===== src/rtl/store_unit_if.sv =====
// store_unit_if: MEM-stage store request, data-memory write port and load-hazard probe.
// Latency: pure wiring, no state.
// Backpressure: req_ready and the dmem_write/dmem_resp pair; master = environment, slave = store_unit.
interface store_unit_if;
   // store request from the MEM stage
   logic        req_valid;
   logic        req_ready;
   logic [2:0]  req_funct3;
   logic [31:0] req_addr;
   logic [31:0] req_data;
   // data-memory write port
   logic        dmem_write;
   logic [31:0] dmem_address;
   logic [31:0] dmem_wdata;
   logic [3:0]  dmem_mbe;
   logic        dmem_resp;
   // load-hazard probe and status
   logic        ld_valid;
   logic [31:0] ld_addr;
   logic        ld_hazard;
   logic        busy;
`ifdef STORE_MISALIGN_TRAP_EN
   logic        misalign;
`endif

   modport master (
      output req_valid, req_funct3, req_addr, req_data, dmem_resp, ld_valid, ld_addr,
      input  req_ready, dmem_write, dmem_address, dmem_wdata, dmem_mbe, ld_hazard, busy
`ifdef STORE_MISALIGN_TRAP_EN
      , input misalign
`endif
   );

   modport slave (
      input  req_valid, req_funct3, req_addr, req_data, dmem_resp, ld_valid, ld_addr,
      output req_ready, dmem_write, dmem_address, dmem_wdata, dmem_mbe, ld_hazard, busy
`ifdef STORE_MISALIGN_TRAP_EN
      , output misalign
`endif
   );
endinterface


===== src/rtl/store_unit.sv =====
// store_unit: formats sb/sh/sw stores (aligned data + byte enables), buffers them in a
// DEPTH-entry FIFO and drains them in order to data memory. Optional macro: STORE_MISALIGN_TRAP_EN.
// Latency: store into an empty buffer drives dmem_write the next cycle; back-to-back drain has no
// bubble. Backpressure: req_ready = !full (a same-cycle pop does not open a slot); dmem_write holds
// its outputs until dmem_resp.
module store_unit #(
   parameter int DEPTH = 2
) (
   input  logic         clk,
   input  logic         rst,
   store_unit_if.slave  bus
);
   localparam int PW = (DEPTH > 1) ? $clog2(DEPTH) : 1;
   localparam int CW = PW + 1;

   typedef enum logic [0:0] {
      S_IDLE  = 1'b0,
      S_WRITE = 1'b1
   } state_t;

   // buffer storage: word address, aligned write data, byte enables
   logic [29:0]   r_ent_addr  [DEPTH];
   logic [31:0]   r_ent_wdata [DEPTH];
   logic [3:0]    r_ent_mbe   [DEPTH];
   logic [PW-1:0] r_head;
   logic [PW-1:0] r_tail;
   logic [CW-1:0] r_count;

   // drain FSM and its registered memory-port outputs
   state_t        r_state;
   logic          r_dmem_write;
   logic [31:0]   r_dmem_address;
   logic [31:0]   r_dmem_wdata;
   logic [3:0]    r_dmem_mbe;

   // request formatting
   logic [1:0]    w_off;
   logic [3:0]    w_base;
   logic          w_legal_f3;
   logic          w_misaligned;
   logic [29:0]   w_fmt_addr;
   logic [31:0]   w_fmt_wdata;
   logic [3:0]    w_fmt_mbe;

   // handshake / buffer control
   logic          w_full;
   logic          w_accept;
   logic          w_push;
   logic          w_pop;

   // next entry to present on the memory port
   logic [PW-1:0] w_src_idx;
   logic          w_src_from_buf;
   logic          w_have_next;
   logic [29:0]   w_src_addr;
   logic [31:0]   w_src_wdata;
   logic [3:0]    w_src_mbe;

   // load hazard
   logic [PW-1:0] w_rel;
   logic          w_hit;
   logic          w_ld_unused;

   // Decode funct3 and align data/mask to the byte offset; the 4-bit shift drops lanes past byte 3.
   always_comb begin
      w_off        = bus.req_addr[1:0];
      w_fmt_addr   = bus.req_addr[31:2];
      w_fmt_wdata  = bus.req_data << {w_off, 3'b000};
      w_base       = 4'b0000;
      w_legal_f3   = 1'b0;
      w_misaligned = 1'b0;
      case (bus.req_funct3)
         3'b000: begin
            w_base     = 4'b0001;
            w_legal_f3 = 1'b1;
         end
         3'b001: begin
            w_base       = 4'b0011;
            w_legal_f3   = 1'b1;
            w_misaligned = (w_off == 2'b11);
         end
         3'b010: begin
            w_base       = 4'b1111;
            w_legal_f3   = 1'b1;
            w_misaligned = (w_off != 2'b00);
         end
         default: begin
            w_base     = 4'b0000;
            w_legal_f3 = 1'b0;
         end
      endcase
      w_fmt_mbe = w_base << w_off;
   end

   assign w_full   = (r_count == CW'(DEPTH));
   assign w_accept = bus.req_valid && !w_full;
   // In WRITE the buffer is never empty, so every response retires the head entry.
   assign w_pop    = (r_state == S_WRITE) && bus.dmem_resp;

`ifdef STORE_MISALIGN_TRAP_EN
   logic r_misalign;

   // Misaligned stores complete the handshake, are dropped, and raise a one-cycle trap pulse.
   always_ff @(posedge clk or posedge rst) begin
      if (rst) begin
         r_misalign <= 1'b0;
      end else begin
         r_misalign <= w_accept && w_legal_f3 && w_misaligned;
      end
   end

   assign w_push       = w_accept && w_legal_f3 && !w_misaligned;
   assign bus.misalign = r_misalign;
`else
   logic w_misalign_unused;

   // Without the trap, misaligned stores go to memory with the truncated mask.
   assign w_push            = w_accept && w_legal_f3;
   assign w_misalign_unused = w_misaligned;
`endif

   // Head/tail wrap naturally at DEPTH (power of two); count spans 0..DEPTH.
   always_ff @(posedge clk or posedge rst) begin
      if (rst) begin
         r_head  <= '0;
         r_tail  <= '0;
         r_count <= '0;
      end else begin
         if (w_push) begin
            r_tail <= r_tail + PW'(1);
         end
         if (w_pop) begin
            r_head <= r_head + PW'(1);
         end
         case ({w_push, w_pop})
            2'b10:   r_count <= r_count + CW'(1);
            2'b01:   r_count <= r_count - CW'(1);
            default: r_count <= r_count;
         endcase
      end
   end

   // Entry payload needs no reset: validity is carried entirely by head/count.
   always_ff @(posedge clk) begin
      if (w_push) begin
         r_ent_addr[r_tail]  <= w_fmt_addr;
         r_ent_wdata[r_tail] <= w_fmt_wdata;
         r_ent_mbe[r_tail]   <= w_fmt_mbe;
      end
   end

   // Choose what the port shows next: the buffered entry after the current one, or the request
   // being enqueued this cycle when nothing else is queued (bypass keeps the one-cycle latency).
   always_comb begin
      w_src_idx      = r_head;
      w_src_from_buf = 1'b0;
      if (r_state == S_WRITE) begin
         w_src_idx      = r_head + PW'(1);
         w_src_from_buf = (r_count > CW'(1));
      end else begin
         w_src_idx      = r_head;
         w_src_from_buf = (r_count != '0);
      end
      w_have_next = w_src_from_buf || w_push;
      if (w_src_from_buf) begin
         w_src_addr  = r_ent_addr[w_src_idx];
         w_src_wdata = r_ent_wdata[w_src_idx];
         w_src_mbe   = r_ent_mbe[w_src_idx];
      end else begin
         w_src_addr  = w_fmt_addr;
         w_src_wdata = w_fmt_wdata;
         w_src_mbe   = w_fmt_mbe;
      end
   end

   // Drain FSM: hold the head entry on the port until dmem_resp, then advance or fall idle.
   always_ff @(posedge clk or posedge rst) begin
      if (rst) begin
         r_state        <= S_IDLE;
         r_dmem_write   <= 1'b0;
         r_dmem_address <= '0;
         r_dmem_wdata   <= '0;
         r_dmem_mbe     <= '0;
      end else begin
         case (r_state)
            S_IDLE: begin
               if (w_have_next) begin
                  r_state        <= S_WRITE;
                  r_dmem_write   <= 1'b1;
                  r_dmem_address <= {w_src_addr, 2'b00};
                  r_dmem_wdata   <= w_src_wdata;
                  r_dmem_mbe     <= w_src_mbe;
               end
            end
            S_WRITE: begin
               if (w_pop) begin
                  if (w_have_next) begin
                     r_dmem_address <= {w_src_addr, 2'b00};
                     r_dmem_wdata   <= w_src_wdata;
                     r_dmem_mbe     <= w_src_mbe;
                  end else begin
                     r_state      <= S_IDLE;
                     r_dmem_write <= 1'b0;
                  end
               end
            end
            default: begin
               r_state      <= S_IDLE;
               r_dmem_write <= 1'b0;
            end
         endcase
      end
   end

   // Word-address match against every occupied slot, including the one being written.
   always_comb begin
      w_hit = 1'b0;
      w_rel = '0;
      for (int i = 0; i < DEPTH; i++) begin
         w_rel = PW'(i) - r_head;
         if ((CW'(w_rel) < r_count) && (r_ent_addr[i] == bus.ld_addr[31:2])) begin
            w_hit = 1'b1;
         end
      end
   end

   assign w_ld_unused      = ^bus.ld_addr[1:0];
   assign bus.ld_hazard    = bus.ld_valid && w_hit;
   assign bus.req_ready    = !w_full;
   assign bus.busy         = (r_count != '0);
   assign bus.dmem_write   = r_dmem_write;
   assign bus.dmem_address = r_dmem_address;
   assign bus.dmem_wdata   = r_dmem_wdata;
   assign bus.dmem_mbe     = r_dmem_mbe;
endmodule


===== src/flat_wrapper.sv =====
// flat-port wrapper written by rule: the top's interface ports become plain ports
module store_unit_flat 
#(
   parameter int DEPTH = 2
)
  (clk, rst, bus_req_valid, bus_req_funct3, bus_req_addr, bus_req_data, bus_dmem_resp, bus_ld_valid, bus_ld_addr, bus_req_ready, bus_dmem_write, bus_dmem_address, bus_dmem_wdata, bus_dmem_mbe, bus_ld_hazard, bus_busy);
  store_unit_if bus_i ();
  input  logic clk;
  input  logic rst;
  input wire logic [$bits(bus_i.req_valid)-1:0] bus_req_valid;
  input wire logic [$bits(bus_i.req_funct3)-1:0] bus_req_funct3;
  input wire logic [$bits(bus_i.req_addr)-1:0] bus_req_addr;
  input wire logic [$bits(bus_i.req_data)-1:0] bus_req_data;
  input wire logic [$bits(bus_i.dmem_resp)-1:0] bus_dmem_resp;
  input wire logic [$bits(bus_i.ld_valid)-1:0] bus_ld_valid;
  input wire logic [$bits(bus_i.ld_addr)-1:0] bus_ld_addr;
  output wire logic [$bits(bus_i.req_ready)-1:0] bus_req_ready;
  output wire logic [$bits(bus_i.dmem_write)-1:0] bus_dmem_write;
  output wire logic [$bits(bus_i.dmem_address)-1:0] bus_dmem_address;
  output wire logic [$bits(bus_i.dmem_wdata)-1:0] bus_dmem_wdata;
  output wire logic [$bits(bus_i.dmem_mbe)-1:0] bus_dmem_mbe;
  output wire logic [$bits(bus_i.ld_hazard)-1:0] bus_ld_hazard;
  output wire logic [$bits(bus_i.busy)-1:0] bus_busy;
  assign bus_i.req_valid = bus_req_valid;
  assign bus_i.req_funct3 = bus_req_funct3;
  assign bus_i.req_addr = bus_req_addr;
  assign bus_i.req_data = bus_req_data;
  assign bus_i.dmem_resp = bus_dmem_resp;
  assign bus_i.ld_valid = bus_ld_valid;
  assign bus_i.ld_addr = bus_ld_addr;
  assign bus_req_ready = bus_i.req_ready;
  assign bus_dmem_write = bus_i.dmem_write;
  assign bus_dmem_address = bus_i.dmem_address;
  assign bus_dmem_wdata = bus_i.dmem_wdata;
  assign bus_dmem_mbe = bus_i.dmem_mbe;
  assign bus_ld_hazard = bus_i.ld_hazard;
  assign bus_busy = bus_i.busy;
  store_unit #(.DEPTH(DEPTH)) u_core (.clk(clk), .rst(rst), .bus(bus_i));
endmodule

===== config.mk =====
export PLATFORM = sky130hd
export DESIGN_NAME = store_unit_flat
export DESIGN_NICKNAME = d
export VERILOG_FILES = /design/src/rtl/store_unit_if.sv /design/src/rtl/store_unit.sv /design/src/flat_wrapper.sv
export SDC_FILE = /design/constraint.sdc
export NUM_CORES = 1
export LEC_CHECK = 0
export ABC_AREA = 1
export BUFFER_PORTS_ARGS = -buffer_cell sky130_fd_sc_hd__clkbuf_2
export CAP_MARGIN = 10
export CORE_UTILIZATION = 38
export DETAILED_ROUTE_END_ITERATION = 8
export PLACE_DENSITY = 0.66
export SYNTH_ARGS = -nofsm -noshare
export SYNTH_HDL_FRONTEND = slang
export SYNTH_SLANG_ARGS = --single-unit

===== constraint.sdc =====
create_clock -name clk -period 5.95 [get_ports clk]
set_input_delay 0.595 -clock clk [delete_from_list [all_inputs] [get_ports clk]]
set_output_delay 0.595 -clock clk [all_outputs]
set_load 0.01 [all_outputs]

# Word level (Yosys, flattened, before mapping)
# Memories as Yosys holds them, arrays and structs flattened.
# Cells that the tools add are included.
[totals] ff_bits=74 latchBits=0 ramBits=132 romBits=0 in_bits=104 out_inout_bits=72 word_cells=74 mem_count=3
[op_classes] n_addsub=6 n_mul=0 n_div=0 magnitude_cmp=3 n_eq_ne=10 shift=2 n_mux=28 n_bitwise=1 reduce_logical=13
[mem_list] name="u_core.r_ent_wdata" words=2 word_bits=32 read_ports=1 rd_clocked_by_memory_dff=0 wr=1 line="store_unit.sv:23" rtl="logic [31:0] r_ent_wdata [DEPTH];"
[mem_list] name="u_core.r_ent_addr" words=2 word_bits=30 read_ports=3 rd_clocked_by_memory_dff=0 wr=1 line="store_unit.sv:22" rtl="logic [29:0] r_ent_addr [DEPTH];"
[mem_list] name="u_core.r_ent_mbe" words=2 word_bits=4 read_ports=1 rd_clocked_by_memory_dff=0 wr=1 line="store_unit.sv:24" rtl="logic [3:0] r_ent_mbe [DEPTH];"
[op_table] cell="two-way mux 32 bit" n=5
[op_table] cell="case mux 32 bit (2 select lines)" n=2
[op_table] cell="equality test 30 bit" n=2
[op_table] cell="<< shifter 32 x 5 -> 32 bit" n=1
[op_table] cell="two-way mux 30 bit" n=1
[op_table] cell="two-way mux 1 bit" n=12
[op_table] cell="two-way mux 4 bit" n=3
[op_table] cell="case mux 4 bit (3 select lines)" n=1
[op_table] cell="case mux 4 bit (2 select lines)" n=1
[op_table] cell="logical AND 1 bit" n=6
[op_table] cell="equality test 2 bit (second input constant)" n=2
[op_table] cell="less-than comparator 1 x 2 -> 1 bit" n=2
[op_table] cell="!= test 2 bit (second input constant)" n=2
[op_table] cell="case mux 1 bit (2 select lines)" n=2
[op_table] cell="case mux 2 bit (2 select lines)" n=1
[op_table] cell="nonzero test 2 bit" n=2
[op_table] cell="<< shifter 4 x 2 -> 4 bit" n=1
[op_table] cell="equality test 3 x 1 -> 1 bit (second input constant)" n=1
[op_table] cell="equality test 3 x 2 -> 1 bit (second input constant)" n=1
[op_table] cell="logical NOT 3 bit" n=1
[op_table] cell="AND reduction 3 bit" n=1
[op_table] cell="OR reduction 3 bit" n=1
[op_table] cell="adder 1 bit (second input constant)" n=2
[op_table] cell="adder 2 x 1 -> 2 bit (second input constant)" n=1
[op_table] cell="8 further kinds" n=9

# Longest topological paths before layout
[depth] ltp_word=8 depth_mapped=13

# Least setup slack after synthesis
# OpenSTA, ideal clock, no wires.
[synth_timing] path_type="register to register" startpoint="register u_core.r_count[0]" endpoint="memory u_core.r_ent_addr[0][0], enable pin" setup_time_ps=491 arrival_time_ps=3706 required_ps=5459 slack_ps=1753 path_stages_with_launch=6 path_buffers=0 synth_period_minus_slack_ps=4197 cell_sequence="dfrtp_1 > inv_1 > ha_1 > inv_1 > nand3_2 > nor2_1"
[synth_via] elab_chain_cells=6
[synth_rtl] item="from (decl)" line="store_unit.sv:27" rtl="logic [CW-1:0] r_count;"
[synth_rtl] item="from (signal assigned)" line="store_unit.sv:136" rtl="2'b10: r_count <= r_count + CW'(1);"
[synth_rtl] item="from (signal assigned)" line="store_unit.sv:137" rtl="2'b01: r_count <= r_count - CW'(1);"
[synth_rtl] item="from (signal assigned)" line="store_unit.sv:138" rtl="default: r_count <= r_count;"
[synth_rtl] item="equality test 2 bit" line="store_unit.sv:95" rtl="assign w_full = (r_count == CW'(DEPTH));"
[synth_rtl] item="logical NOT 1 bit"
[synth_rtl] item="net bus_req_ready" line="flat_wrapper.sv:17" rtl="output wire logic [$bits(bus_i.req_ready)-1:0] bus_req_ready;"
[synth_rtl] item="logical AND 1 bit" line="store_unit.sv:96" rtl="assign w_accept = bus.req_valid && !w_full;"
[synth_rtl] item="logical AND 1 bit" line="store_unit.sv:118" rtl="assign w_push = w_accept && w_legal_f3;"
[synth_rtl] item="two-way mux 1 bit" line="store_unit.sv:145" rtl="if (w_push) begin"
[synth_rtl] item="two-way mux 1 bit (not written as such)" line="store_unit.sv:146" rtl="r_ent_addr[r_tail] <= w_fmt_addr;"
[synth_rtl] item="to (decl)" line="store_unit.sv:22"
# The timed path passes the listed nets, and every way through them passes these cells.

# Worst setup path after layout
[layout_timing] startpoint="register u_core.r_count[1]" endpoint="register u_core.r_dmem_wdata[11] (netlist: u_core.bus.dmem_wdata[11])"
[layout_via] elab_chain_cells=8 word_cells_on_any_way=12 cone_classes="order compare (1); eq/ne (1); mux (5); reduce/logical (5)"
[layout_rtl] item="parallel branches: the longest is 5 deep, another holds > comparator 2 x 1 -> 1 bit"
[layout_rtl] item="two-way mux 32 bit *" line="store_unit.sv:187, store_unit.sv:197"
[layout_rtl] item="two-way mux 32 bit" line="store_unit.sv:196" rtl="if (w_pop) begin"
[layout_rtl] item="case mux 32 bit (2 select lines) *" line="store_unit.sv:185" rtl="case (r_state)"
[layout_rtl] item="to (signal assigned)" line="store_unit.sv:191" rtl="r_dmem_wdata <= w_src_wdata;"
[layout_rtl] item="to (signal assigned)" line="store_unit.sv:199" rtl="r_dmem_wdata <= w_src_wdata;"
[layout_rtl] item="to (decl)" line="store_unit.sv:33" rtl="logic [31:0] r_dmem_wdata;"
# Every way passes the cells marked *. The select of a mux whose other input is x is not followed.
# A chain may end at the register's enable or synchronous reset.

==> key figures <==
Floorplanning
  • Vertical extent of the die: 162 um
  • Core region area: 25200 um2
  • Area of the die: 26300 um2
  • X dimension of the die: 162 um
  • Starting density of the core: 38.7%
  • Number of core rows: 58
  • Ports: 176

Worst setup path
  • Critical Setup Path Class: reg -> reg
  • Crit end category: flop
  • Worst Path Arrival: 3.58 ns
  • Worst path required time: 6.39 ns
  • Largest fanout on the critical path: 67
  • Startpoint type of the worst setup path: flop

Timing
  • Slew at the pin closest to its max-slew limit: 1.02 ns
  • Max-slew headroom: 32.2%
  • Highest attainable clock frequency: 318 MHz
  • Total Negative Setup Slacks: 0 ns
  • Hold slack final: 0.0828 ns
  • Endpoints failing setup: 0
  • Number of hold-slack violations in the final timing report: 0
  • Setup repair after global routing missed its margin: no
  • Min Tclk post-route: 3.14 ns
  • Final worst clock skew: 0.0132 ns
  • Final-report max-slew violation count: 0
  • Share of the clock period used by the worst path: 52.8%

Global routing
  • Wire length of the first global-routing pass: 41700 um
  • Initial antenna violation count: 0
  • Overall overflow remaining after global route: 0
  • Via count of the first global-routing pass: 7587
  • GRT Util Overall: 20.6%
  • Maximum number of pins on one net before global-route repair: 68

Routing
  • Post-DR vias/cell: 4.94
  • Antenna-violating nets left: 0
  • Detailed Route WL: 26900 um
  • Pre-antenna DRT Iters: 5
  • Post-route DRC violation count: 0
  • DRC marker count from the first detailed-route iteration: 735
  • Wirelength per Cell: 16.9 um
  • Total vias in the final route: 7877

Run status
  • Run status: finished, final reports clean

Final layout
  • P&R area growth vs syn: 19.5%
  • Number of nets in the finished design: 1356
  • Post-layout instance area: 11700 um2
  • Number of inserted diodes: 0
  • Share of post-route cells with drive strength above 1: 18.1%

Clock tree
  • Number of clock sinks seen by CTS: 204
  • Buffer depth of the longest clock path: 3
  • TritonCTS clock tree: yes
  • Number of H-tree levels: 1
  • Number of buffers created by CTS: 23
  • Post-CTS clock slew at the launch and capture registers of the worst setup and hold paths: 0.06 ns
  • Root cell of the clock tree: clkbuf_16
  • Clk_lat worst skew: 0.52 ns
  • Number of buffers inserted for hold repair after clock tree synthesis: 0
  • Total setup buffers inserted after CTS: 0
  • Number of gates resized after cts: 0

Placed design
  • Half-perimeter wire length of the detailed placement result: 16600 um
  • Cell Area, Placed: 10800 um2
  • Routability congestion estimate: 0.856
  • Count of buffers inserted at the top-level ports: 171

Logic synthesis
  • Cell taking the most area after synthesis: edfxtp_1
  • YS warnings: 0
  • Register area share after synthesis: 59.1%
  • Most frequent cells after synthesis: nand2_1, nor2_1, edfxtp_1
  • Count of cell types in the netlist: 28
  • EDFF count, synth: 132
  • Average cell area after synthesis: 8.91 um2
  • Top-area cell type share of the netlist area: 40.6%
  • Number of cells produced by synthesis: 1095
  • Cells taking the most area after synthesis: edfxtp_1, dfrtp_1, nand2_1
  • Cell with the most instances after synthesis: nand2_1
  • Number of synthesized register bits: 204
  • Cell area after technology mapping: 9750 um2
  • Post-synth ARST share: 35.3%
  • Top flip-flop cell by instance count after synthesis: edfxtp_1

Power
  • Maximum ir drop on the vdd rail: 0.369 mV
  • Leak pwr: 5.34 nW
  • Power per unit of standard cell area: 510 nW/um2

Worst hold path
  • Worst min path class: in -> async

Job
  • Maximum Capacitance Violations: 0
==> final cells by class <==
class | count | area [um2]
clock buffer | 29 | 618
clock inverter | 13 | 191
fill | 2421 | 13500
inverter | 96 | 362
multi-input combinational | 743 | 3380
sequential | 204 | 5770
tap | 330 | 413
timing repair buffer | 180 | 923
==> cells in the final DEF, fill, tap and decap left out, types with 23 or more instances in the layout <==
cell | netlist | final
inv_1 | 92 | 91
dfrtp_1 | 72 | 72
xnor2_1 | 31 | 31
o21ai_0 | 105 | 105
a21oi_1 | 57 | 57
clkbuf_2 | 4 | 171
nand2_1 | 342 | 342
nor2_1 | 136 | 134
clkbuf_16 | 0 | 23
edfxtp_1 | 132 | 132
==> power by group <==
group | switching [mW] | internal [mW] | total (mW)
registers | 0.181 | 1.88 | 2.06
clock network | 0.577 | 0.952 | 1.53
logic | 1.62 | 0.728 | 2.35
==> cell families (layout without fill, tap and decap cells) <==
logic type | Yosys count | count (layout) | share of synthesized area (%)
AND/OR/NAND/NOR | 489 | 489 | 19.1
flip-flops | 204 | 204 | 59.1
buffers and inverters | 149 | 318 | 6.48
adder cells (fa/ha/maj) | 4 | 4 | 0.513
AO/OA/AOI/OAI | 214 | 214 | 11.7
other | 1 | 2 | 0.0384
XOR/XNOR | 34 | 34 | 3.05
==> registers in the layout, indices dropped and copies added, names as in the netlist, 2 cells and up <==
| signal | flops |
|---|---|
| u_core.r_ent_addr | 60 |
| u_core.r_count | 2 |
| u_core.r_ent_wdata | 64 |
| u_core.r_ent_mbe | 8 |
| u_core.bus.dmem_wdata | 32 |
| u_core.bus.dmem_address | 30 |
| u_core.bus.dmem_mbe | 4 |
==> worst paths after layout <==
| check | startpoint | depth (start not counted) | end | slack [ns] |
|---|---|---|---|---|
| min in group clk | bus_req_addr[8] | 1 | u_core.r_ent_addr[0][6]$_DFFE_PP_ | 0.28 |
| worst min-delay path | rst | 2 | u_core.r_count[0]$_DFFE_PP0P_ | 0.08 |
| worst min register to register | u_core.bus.dmem_wdata[3]$_DFFE_PP0P_ | 2 | u_core.bus.dmem_wdata[3]$_DFFE_PP0P_ | 0.48 |
| worst max-delay path | u_core.r_count[1]$_DFFE_PP0P_ | 13 | u_core.bus.dmem_wdata[11]$_DFFE_PP0P_ | 2.81 |
| max in group asynchronous | rst | 3 | u_core.bus.dmem_address[29]$_DFFE_PP0P_ | 4.79 |
| worst max register to register | u_core.r_count[1]$_DFFE_PP0P_ | 13 | u_core.bus.dmem_wdata[11]$_DFFE_PP0P_ | 2.81 |
==> worst max-delay path, cell delays in order (launching register included) <==
cell	delay, ns
dfrtp_1	0.38
inv_1	0.10
ha_1	0.18
inv_1	0.05
nand3_1	0.10
o21ai_4	0.07
buf_4	0.59
inv_2	0.08
nand2_2	0.10
nand2_2	0.06
inv_2	0.65
buf_4	0.44
nor2_1	0.08
a21oi_1	0.14
==> stage by stage <==
step	power [mW]	util, %	instances	setup slack (ns)
floorplan	3.65	-	1096	1.75
global placement	4.42	43.1	1553	2.84
detailed placement	4.46	43.1	1553	2.78
CTS	6.01	46.3	1595	2.76
global route	6.37	46.3	1595	2.48
finish	5.94	46.3	1595	2.81
==> layer usage <==
metal / vias to the layer above / wire length, um / global-route usage (%)
li1: 3846 / - / -
met5: - / 0 / 0
met3: 32 / 1820 / 2.89
met2: 295 / 12700 / 35.0
met4: 0 / 435 / 4.33
met1: 3704 / 12000 / 28.0
(Power assumes the default switching activity.)
